<file path="src/rtl/key_priority_encoder_if.sv">
// Key encoder bus: raw key vector in, encoded key state and press/release event handshake out.
// master = encoder side, slave = key source / note sequencer side.
interface key_priority_encoder_if #(
    parameter int WIDTH = 8
);
    localparam int OUT_W = $clog2(WIDTH);

    logic             enable;
    logic [WIDTH-1:0] data_in;
    logic [OUT_W-1:0] data_out;
    logic             key_valid;
    logic             key_multi;
    logic             ev_valid;
    logic             ev_ready;
    logic [OUT_W-1:0] ev_code;
    logic             ev_press;
    logic             ev_overrun;

    modport master (
        input  enable, data_in, ev_ready,
        output data_out, key_valid, key_multi, ev_valid, ev_code, ev_press, ev_overrun
    );

    modport slave (
        output enable, data_in, ev_ready,
        input  data_out, key_valid, key_multi, ev_valid, ev_code, ev_press, ev_overrun
    );
endinterface

</file>
<file path="src/rtl/key_priority_encoder.sv">
// Debounced highest-index-priority key encoder with press/release events on a valid/ready handshake.
// Optional KEY_ENC_HOLD_LAST_EN: data_out keeps the last nonzero code while no key is committed.
module key_priority_encoder #(
    parameter int WIDTH           = 8,
    parameter int DEBOUNCE_CYCLES = 4
) (
    input logic                   clk,
    input logic                   reset,
    key_priority_encoder_if.master bus
);
    localparam int OUT_W = $clog2(WIDTH);
    localparam int CNT_W = $clog2(DEBOUNCE_CYCLES + 1);
    localparam logic [CNT_W-1:0] CNT_TARGET = CNT_W'(DEBOUNCE_CYCLES);
    localparam logic [CNT_W-1:0] CNT_ONE    = CNT_W'(1);
    localparam bit IMMEDIATE = (DEBOUNCE_CYCLES == 1);

    typedef enum logic {
        IDLE,
        SETTLE
    } state_t;

    state_t           state;
    logic [WIDTH-1:0] committed;
    logic [WIDTH-1:0] candidate;
    logic [CNT_W-1:0] count;
    logic [CNT_W-1:0] count_inc;

    logic             commit;
    logic [WIDTH-1:0] commit_vec;

    logic             ev_valid_q;
    logic [OUT_W-1:0] ev_code_q;
    logic             ev_press_q;
    logic             ev_overrun_q;

    logic [OUT_W-1:0] committed_code;

    function automatic logic [OUT_W-1:0] encode(input logic [WIDTH-1:0] v);
        logic [OUT_W-1:0] code;
        code = '0;
        for (int unsigned i = 0; i < WIDTH; i++) begin
            if (v[i]) code = OUT_W'(i);
        end
        return code;
    endfunction

    assign count_inc = count + CNT_ONE;

    // Commit decision is pulled out of the FSM so the event path sees the same edge's commit.
    always_comb begin
        commit     = 1'b0;
        commit_vec = candidate;
        if (bus.enable) begin
            case (state)
                IDLE: begin
                    if (IMMEDIATE && (bus.data_in != committed)) begin
                        commit     = 1'b1;
                        commit_vec = bus.data_in;
                    end
                end
                SETTLE: begin
                    if ((bus.data_in != committed) && (bus.data_in == candidate) &&
                        (count_inc == CNT_TARGET)) begin
                        commit     = 1'b1;
                        commit_vec = candidate;
                    end
                end
                default: ;
            endcase
        end
    end

    always_ff @(posedge clk) begin
        if (reset) begin
            state        <= IDLE;
            committed    <= '0;
            candidate    <= '0;
            count        <= '0;
            ev_valid_q   <= 1'b0;
            ev_code_q    <= '0;
            ev_press_q   <= 1'b0;
            ev_overrun_q <= 1'b0;
        end else begin
            if (!bus.enable) begin
                state <= IDLE;
                count <= '0;
            end else begin
                case (state)
                    IDLE: begin
                        if (bus.data_in != committed && !IMMEDIATE) begin
                            state     <= SETTLE;
                            candidate <= bus.data_in;
                            count     <= CNT_ONE;
                        end
                    end
                    SETTLE: begin
                        if (bus.data_in == committed) begin
                            state <= IDLE;
                            count <= '0;
                        end else if (bus.data_in != candidate) begin
                            candidate <= bus.data_in;
                            count     <= CNT_ONE;
                        end else if (commit) begin
                            state <= IDLE;
                            count <= '0;
                        end else begin
                            count <= count_inc;
                        end
                    end
                    default: begin
                        state <= IDLE;
                        count <= '0;
                    end
                endcase
            end

            if (commit) begin
                committed <= commit_vec;
            end

            // A pending event not accepted on a commit edge is lost; acceptance on the same edge is not an overrun.
            if (commit) begin
                ev_valid_q <= 1'b1;
                ev_code_q  <= encode(commit_vec);
                ev_press_q <= |commit_vec;
                if (ev_valid_q && !bus.ev_ready) ev_overrun_q <= 1'b1;
            end else if (ev_valid_q && bus.ev_ready) begin
                ev_valid_q <= 1'b0;
            end
        end
    end

    assign committed_code = encode(committed);

`ifdef KEY_ENC_HOLD_LAST_EN
    logic [OUT_W-1:0] last_code;

    always_ff @(posedge clk) begin
        if (reset) begin
            last_code <= '0;
        end else if (commit && (|commit_vec)) begin
            last_code <= encode(commit_vec);
        end
    end

    assign bus.data_out = (|committed) ? committed_code : last_code;
`else
    assign bus.data_out = committed_code;
`endif

    assign bus.key_valid  = |committed;
    assign bus.key_multi  = |(committed & (committed - WIDTH'(1)));
    assign bus.ev_valid   = ev_valid_q;
    assign bus.ev_code    = ev_code_q;
    assign bus.ev_press   = ev_press_q;
    assign bus.ev_overrun = ev_overrun_q;
endmodule

</file>
<file path="src/flat_wrapper.sv">
// flat-port wrapper written by rule: the top's interface ports become plain ports
module key_priority_encoder_flat 
#(
    parameter int WIDTH           = 8,
    parameter int DEBOUNCE_CYCLES = 4
)
  (clk, reset, bus_enable, bus_data_in, bus_ev_ready, bus_data_out, bus_key_valid, bus_key_multi, bus_ev_valid, bus_ev_code, bus_ev_press, bus_ev_overrun);
  key_priority_encoder_if #(.WIDTH(WIDTH)) bus_i ();
  input logic clk;
  input logic reset;
  input wire logic [$bits(bus_i.enable)-1:0] bus_enable;
  input wire logic [$bits(bus_i.data_in)-1:0] bus_data_in;
  input wire logic [$bits(bus_i.ev_ready)-1:0] bus_ev_ready;
  output wire logic [$bits(bus_i.data_out)-1:0] bus_data_out;
  output wire logic [$bits(bus_i.key_valid)-1:0] bus_key_valid;
  output wire logic [$bits(bus_i.key_multi)-1:0] bus_key_multi;
  output wire logic [$bits(bus_i.ev_valid)-1:0] bus_ev_valid;
  output wire logic [$bits(bus_i.ev_code)-1:0] bus_ev_code;
  output wire logic [$bits(bus_i.ev_press)-1:0] bus_ev_press;
  output wire logic [$bits(bus_i.ev_overrun)-1:0] bus_ev_overrun;
  assign bus_i.enable = bus_enable;
  assign bus_i.data_in = bus_data_in;
  assign bus_i.ev_ready = bus_ev_ready;
  assign bus_data_out = bus_i.data_out;
  assign bus_key_valid = bus_i.key_valid;
  assign bus_key_multi = bus_i.key_multi;
  assign bus_ev_valid = bus_i.ev_valid;
  assign bus_ev_code = bus_i.ev_code;
  assign bus_ev_press = bus_i.ev_press;
  assign bus_ev_overrun = bus_i.ev_overrun;
  key_priority_encoder #(.WIDTH(WIDTH), .DEBOUNCE_CYCLES(DEBOUNCE_CYCLES)) u_core (.clk(clk), .reset(reset), .bus(bus_i));
endmodule
</file>
<file path="config.mk">
export PLATFORM = sky130hd
export DESIGN_NAME = key_priority_encoder_flat
export DESIGN_NICKNAME = d
export VERILOG_FILES = /design/src/rtl/key_priority_encoder_if.sv /design/src/rtl/key_priority_encoder.sv /design/src/flat_wrapper.sv
export SDC_FILE = /design/constraint.sdc
export NUM_CORES = 1
export LEC_CHECK = 0
export ABC_AREA = 1
export CAP_MARGIN = 10
export CORE_MARGIN = 2
export CORE_UTILIZATION = 45
export CTS_BUF_LIST = sky130_fd_sc_hd__clkbuf_8
export DETAILED_ROUTE_END_ITERATION = 10
export GPL_TIMING_DRIVEN = 0
export PLACE_DENSITY = 0.64
export SLEW_MARGIN = 20
export SYNTH_ARGS = -nofsm -noshare
export SYNTH_HDL_FRONTEND = slang
export SYNTH_SLANG_ARGS = --single-unit
</file>
<file path="constraint.sdc">
create_clock -name clk -period 1.9 [get_ports clk]
set_input_delay 0.38 -clock clk [delete_from_list [all_inputs] [get_ports clk]]
set_output_delay 0.38 -clock clk [all_outputs]
set_load 0.005 [all_outputs]
</file>
; ---- After elaboration in Yosys (flattened, before gate mapping)
; Index checks and enable logic that the tools add are counted.
[totals]
mem_bits_ro = 0
latch_bits = 0
inputBits = 12
out_inout_bits = 11
reg_bits = 26
word_cells = 66
mem_count = 0
ramBits = 0
[op_classes]
bitwise_logic = 3
shifts = 0
n_eq_ne = 8
n_reduce_logical = 12
n_div = 0
muxes = 33
mul = 0
n_lt_le_gt_ge = 0
add_sub_neg = 2
[ops]
columns = op, n
row1 = $mux W3, 12
row2 = $mux W8, 3
row3 = $reduce_or A8 Y1, 3
row4 = $eq A8 B8 Y1, 2
row5 = $ne A8 B8 Y1, 2
row6 = $pmux W8 S2, 1
row7 = $mux W1, 11
row8 = $and A8 B8 Y8, 1
row9 = $mux W2, 4
row10 = $sub A8 B1 Y8 const B, 1
row11 = $pmux W3 S2, 1
row12 = $logic_and A1 B1 Y1, 4
row13 = $ne A2 B2 Y1 const B, 2
row14 = $reduce_and A4 Y1, 1
row15 = $add A3 B1 Y3 const B, 1
row16 = $eq A3 B3 Y1 const B, 1
row17 = $ne A2 B1 Y1 const B, 1
row18 = $not A1 Y1, 2
row19 = $pmux W1 S2, 1
row20 = $reduce_and A2 Y1, 1
row21 = $reduce_bool A2 Y1, 1
row22 = $reduce_or A2 Y1, 1
row23 = $logic_not A1 Y1, 1

; ---- Depth between registers and ports, before layout
[logic_depth]
ltp_word = 10
mapped_depth = 12
mapped_depth_nobuf = 12

; ---- Worst setup path before layout
; Ideal clock, no wire load.
[synth_path]
kind = input -> register
start = input port bus_data_in[5]
end = register u_core.committed[4]
path_slack_ns = 0.464
setup_ns = 0.113
path_stages = 9
required_ns = 1.787
t_arrival_ns = 1.323
path_buffers = 1
path_cell_list = buf_2 -> nand2_1 -> o21ai_0 -> nor2_1 -> nand3_1 -> nor2_1 -> nand3_1 -> nand2_1 -> nor2_1
[synth_between]
elab_chain_cells = 6
word_cells_on_any_way = 7
classes_between = 2 x eq/ne / 3 x mux / 2 x reduce/logical
[synth_rtl]
columns = item, line
row1 = from (decl), flat_wrapper.sv:12  ; input wire logic [$bits(bus_i.data_in)-1:0] bus_data_in;
row2 = $ne A8 B8 Y1 / $eq A8 B8 Y1 (equally long branches), key_priority_encoder.sv:62  ; if ((bus.data_in != committed) && (bus.data_in == candidate) &&
row3 = $logic_and A1 B1 Y1 (*) (2 in series), key_priority_encoder.sv:62
row4 = $mux W1 (*), key_priority_encoder.sv:62
row5 = $mux W1 (*), key_priority_encoder.sv:54  ; case (state)
row6 = $mux W1 (*), key_priority_encoder.sv:53  ; if (bus.enable) begin
row7 = to (signal assigned), key_priority_encoder.sv:118  ; committed <= commit_vec;
row8 = to (decl), key_priority_encoder.sv:23  ; logic [WIDTH-1:0] committed;
; Every way passes the cells marked *; elsewhere a longest branch is shown, timed or not.
; A chain may end at the register's enable or synchronous reset.

; ---- Worst setup path after layout
[layout_path]
start = register u_core.committed[4]
end = output port bus_data_out[2]
[layout_between]
elab_chain_cells = 4
[layout_rtl]
columns = item, line
row1 = $mux W3 (4 in series), key_priority_encoder.sv:42  ; if (v[i]) code = OUT_W'(i);
row2 = to (decl), flat_wrapper.sv:14  ; output wire logic [$bits(bus_i.data_out)-1:0] bus_data_out;
; Every way passes these cells.

==> flow_summary.ini <==
[die]
initial_core_util = 0.475
ios = 23
die_h_um = 63.8
core_um2 = 3390
die_x_um = 63.8
rows = 21
dieArea_um2 = 4070

[critical_path]
cp-start-kind = flip-flop
slowest_delay_ps = 430
critical_path.most_common_cell = inv_1
cp_data_required_time_ps = 1520
worst_r2r_startpoint = u_core.candidate[7]
critPathBufInv = 3
crit_slowest_cell = clkdlybuf4s50_1
cp_top_family = buffers and inverters
ff2ff_setup_slack_ps = 260
r2r_end = u_core.bus.ev_code[1]
worst-setup-path-type = flip-flop to primary output
end_kind = primary output
critPathMaxFanout = 5
cp.arrival_ps = 1420
r2r_cells = 12
path_cells = nor2_4 -> inv_1 -> nor2_2 -> inv_1 -> clkdlybuf4s50_1

[clock_network]
cts_max_level = 1
cts.reportedPaths.clkPinSlew_ps = 100
cts_buffer_depth = 2
clk_latency_ps = 270
root_buffer = clkbuf_8
cts_tree = built
cts_buffers = 3
clock-sinks = 26

[final_layout]
syn_to_final_growth_pct = 27.8
fin_util = 0.607
nFillCells = 338
drive_gt1_frac = 0.126
fin_nets = 316
antenna_cells = 0

[min_path]
hold_end = u_core.bus.ev_overrun
hp-class = flip-flop to flip-flop
min-delay-start = u_core.bus.ev_overrun
whs_path_depth = 2

[global_routing]
grt_max_degree = 16
grt_pass1_wl_mm = 6.72
grt_pass1_vias = 1483
antenna_found_initial = 0
grt.total_usage = 0.206
grt.overflow.total = 0

[sta]
setup_tns_ps = 0
drv_slew = 0
worst_clock_skew_ps = 3.24
final.setup.worst_slack_ps = 95.1
min_period_ps = 1800
max_freq_mhz = 554
tightest_slew_ps = 405
maxSlewHeadroom = 0.730
min_period_over_period = 0.950
final_hold_viol_count = 0
setup_viol = 0

[place]
place_congestion = 0.813
pre_cts_slack_ps = -383
port_buffers = 21
dp_hpwl_mm = 3.06

[logic_synthesis]
yosys.area.top_type = dfxtp_1
synth.top_cell.area_share = 0.323
netlist_area_um2 = 1610
ys_warn_count = 0
synth-seq-cells = 26
synthCells = 274
yosysSeqAreaShare = 0.323
ys_types = 26
syn_nets = 288
avgSynthCellArea_um2 = 5.88
yosys-top-cells-area = dfxtp_1 (32%), nand2_1 (17%), nor2_1 (14%), inv_1 (8.9%), o21ai_0 (5.3%)

[power]
p_per_area_nw_per_um2 = 589
p_leak_nw = 1.02
finalPower_mw = 1.21
ir_drop_uv = 499

[run_status]
status = completed

[route]
routed_wirelength_mm = 3.84
wl_per_cell_um = 11.1
drc = 0
vias = 1655
dr.first_iter.drc_count = 71
avgViaCountPerCell = 4.77
drtAntennaViolNets = 0
dr.pass1.iters = 4

[run]
maxCapViolations = 0
## repair_timing
item | in CTS | in global routing
setup endpoints to repair | 13 | 27
pin swaps | 2 | 5
setup buffers | 0 | 3
resized for setup | 14 | 26
hold buffers | 0 | 0
cloned | 0 | 0
## cell type report
| cell class | instances | area, um^2 | share of cell area |
|---|---|---|---|
| Buffer | 5 | 31.3 | 0.0152 |
| Clock buffer | 3 | 41.3 | 0.0201 |
| Clock inverter | 1 | 30.0 | 0.0146 |
| Inverter | 42 | 158 | 0.0766 |
| Multi-Input combinational cell | 200 | 963 | 0.468 |
| Sequential cell | 26 | 532 | 0.258 |
| Tap cell | 46 | 57.6 | 0.0280 |
| Timing Repair Buffer | 24 | 245 | 0.119 |
## stage by stage
stage	cells	instance area, um^2	hold slack [ps]
after floorplan	274	1610	441
after global placement	341	1880	443
after detailed placement	341	1880	445
after CTS	345	1970	459
after global routing	347	2060	489
final	347	2060	453
## synth_stat cells, drive strengths merged
cell,number
buf,5
nor4,1
nor2,66
a21boi,1
dfxtp,26
nand4,2
o21ai,17
nand2,76
inv,42
ha,2
clkbuf,1
o2111ai,1
nor3,5
xnor2,4
a211oi,1
o22ai,1
xor2,1
a21oi,7
nand3,15
## layout by cell type, fill, tap and decap left out, types with 3 or more instances in the layout
cell and instances:
a21oi_1 7, buf_4 4, clkbuf_8 3, clkdlybuf4s50_1 10, dfxtp_1 21, dfxtp_2 3, dlymetal6s2s_1 8, inv_1 38
inv_2 4, nand2_1 74, nand3_1 13, nor2_1 56, nor2_2 5, nor2_4 5, nor3_2 3, o21ai_0 15
xnor2_1 3
## cell families after synthesis
logic type                 share of synthesized area
buffers and inverters                          0.119
and+or+nand+nor                                0.422
AOI/OAI and AO/OA                             0.0932
DFF                                            0.323
xor gates and xnor gates                      0.0272
adders and majority gates                     0.0155
## metal layers
metal	up-vias	wire, um	global-route usage	part of all wire
met5	-	0	0	0
met1	723	1960	0.292	0.51
met2	34	1690	0.327	0.44
met4	0	80	0.0598	0.021
met3	6	110	0.0264	0.029
li1	892	-	-	-
## worst max-delay path by stage
stage,start,to,slack [ps],depth (start not counted)
6_report,u_core.committed[4],bus_data_out[2],100,5
3_5_place_dp,bus_data_in[7],u_core.committed[1],-380,10
4_1_cts,u_core.committed[3],bus_key_multi,-0.7,7
5_1_grt,u_core.committed[5],bus_data_out[2],-10,5
3_3_place_gp,bus_data_in[7],u_core.committed[0],-400,10
2_1_floorplan,bus_data_in[5],u_core.committed[4],460,9
## flip-flops by register name, summed over array words and instances, names as in the netlist
register,flops
u_core.committed,8
u_core.state,1
u_core.bus.ev_overrun,1
u_core.bus.ev_code,3
u_core.candidate,8
u_core.bus.ev_valid,1
u_core.bus.ev_press,1
u_core.count,3
## worst register-to-register path, delay by kind of cell, from the launching register on
kind,cells,cell delay (ps)
flops,1,470
simple gates,10,880
buf+inv,2,200
## report_power, final
part	switching [mW]	leakage, nW	internal, mW
sequential	0.0189	0.215	0.556
combinational	0.105	0.770	0.0678
clock	0.184	0.0357	0.282
Note: power is estimated with default switching activity, not from simulation.
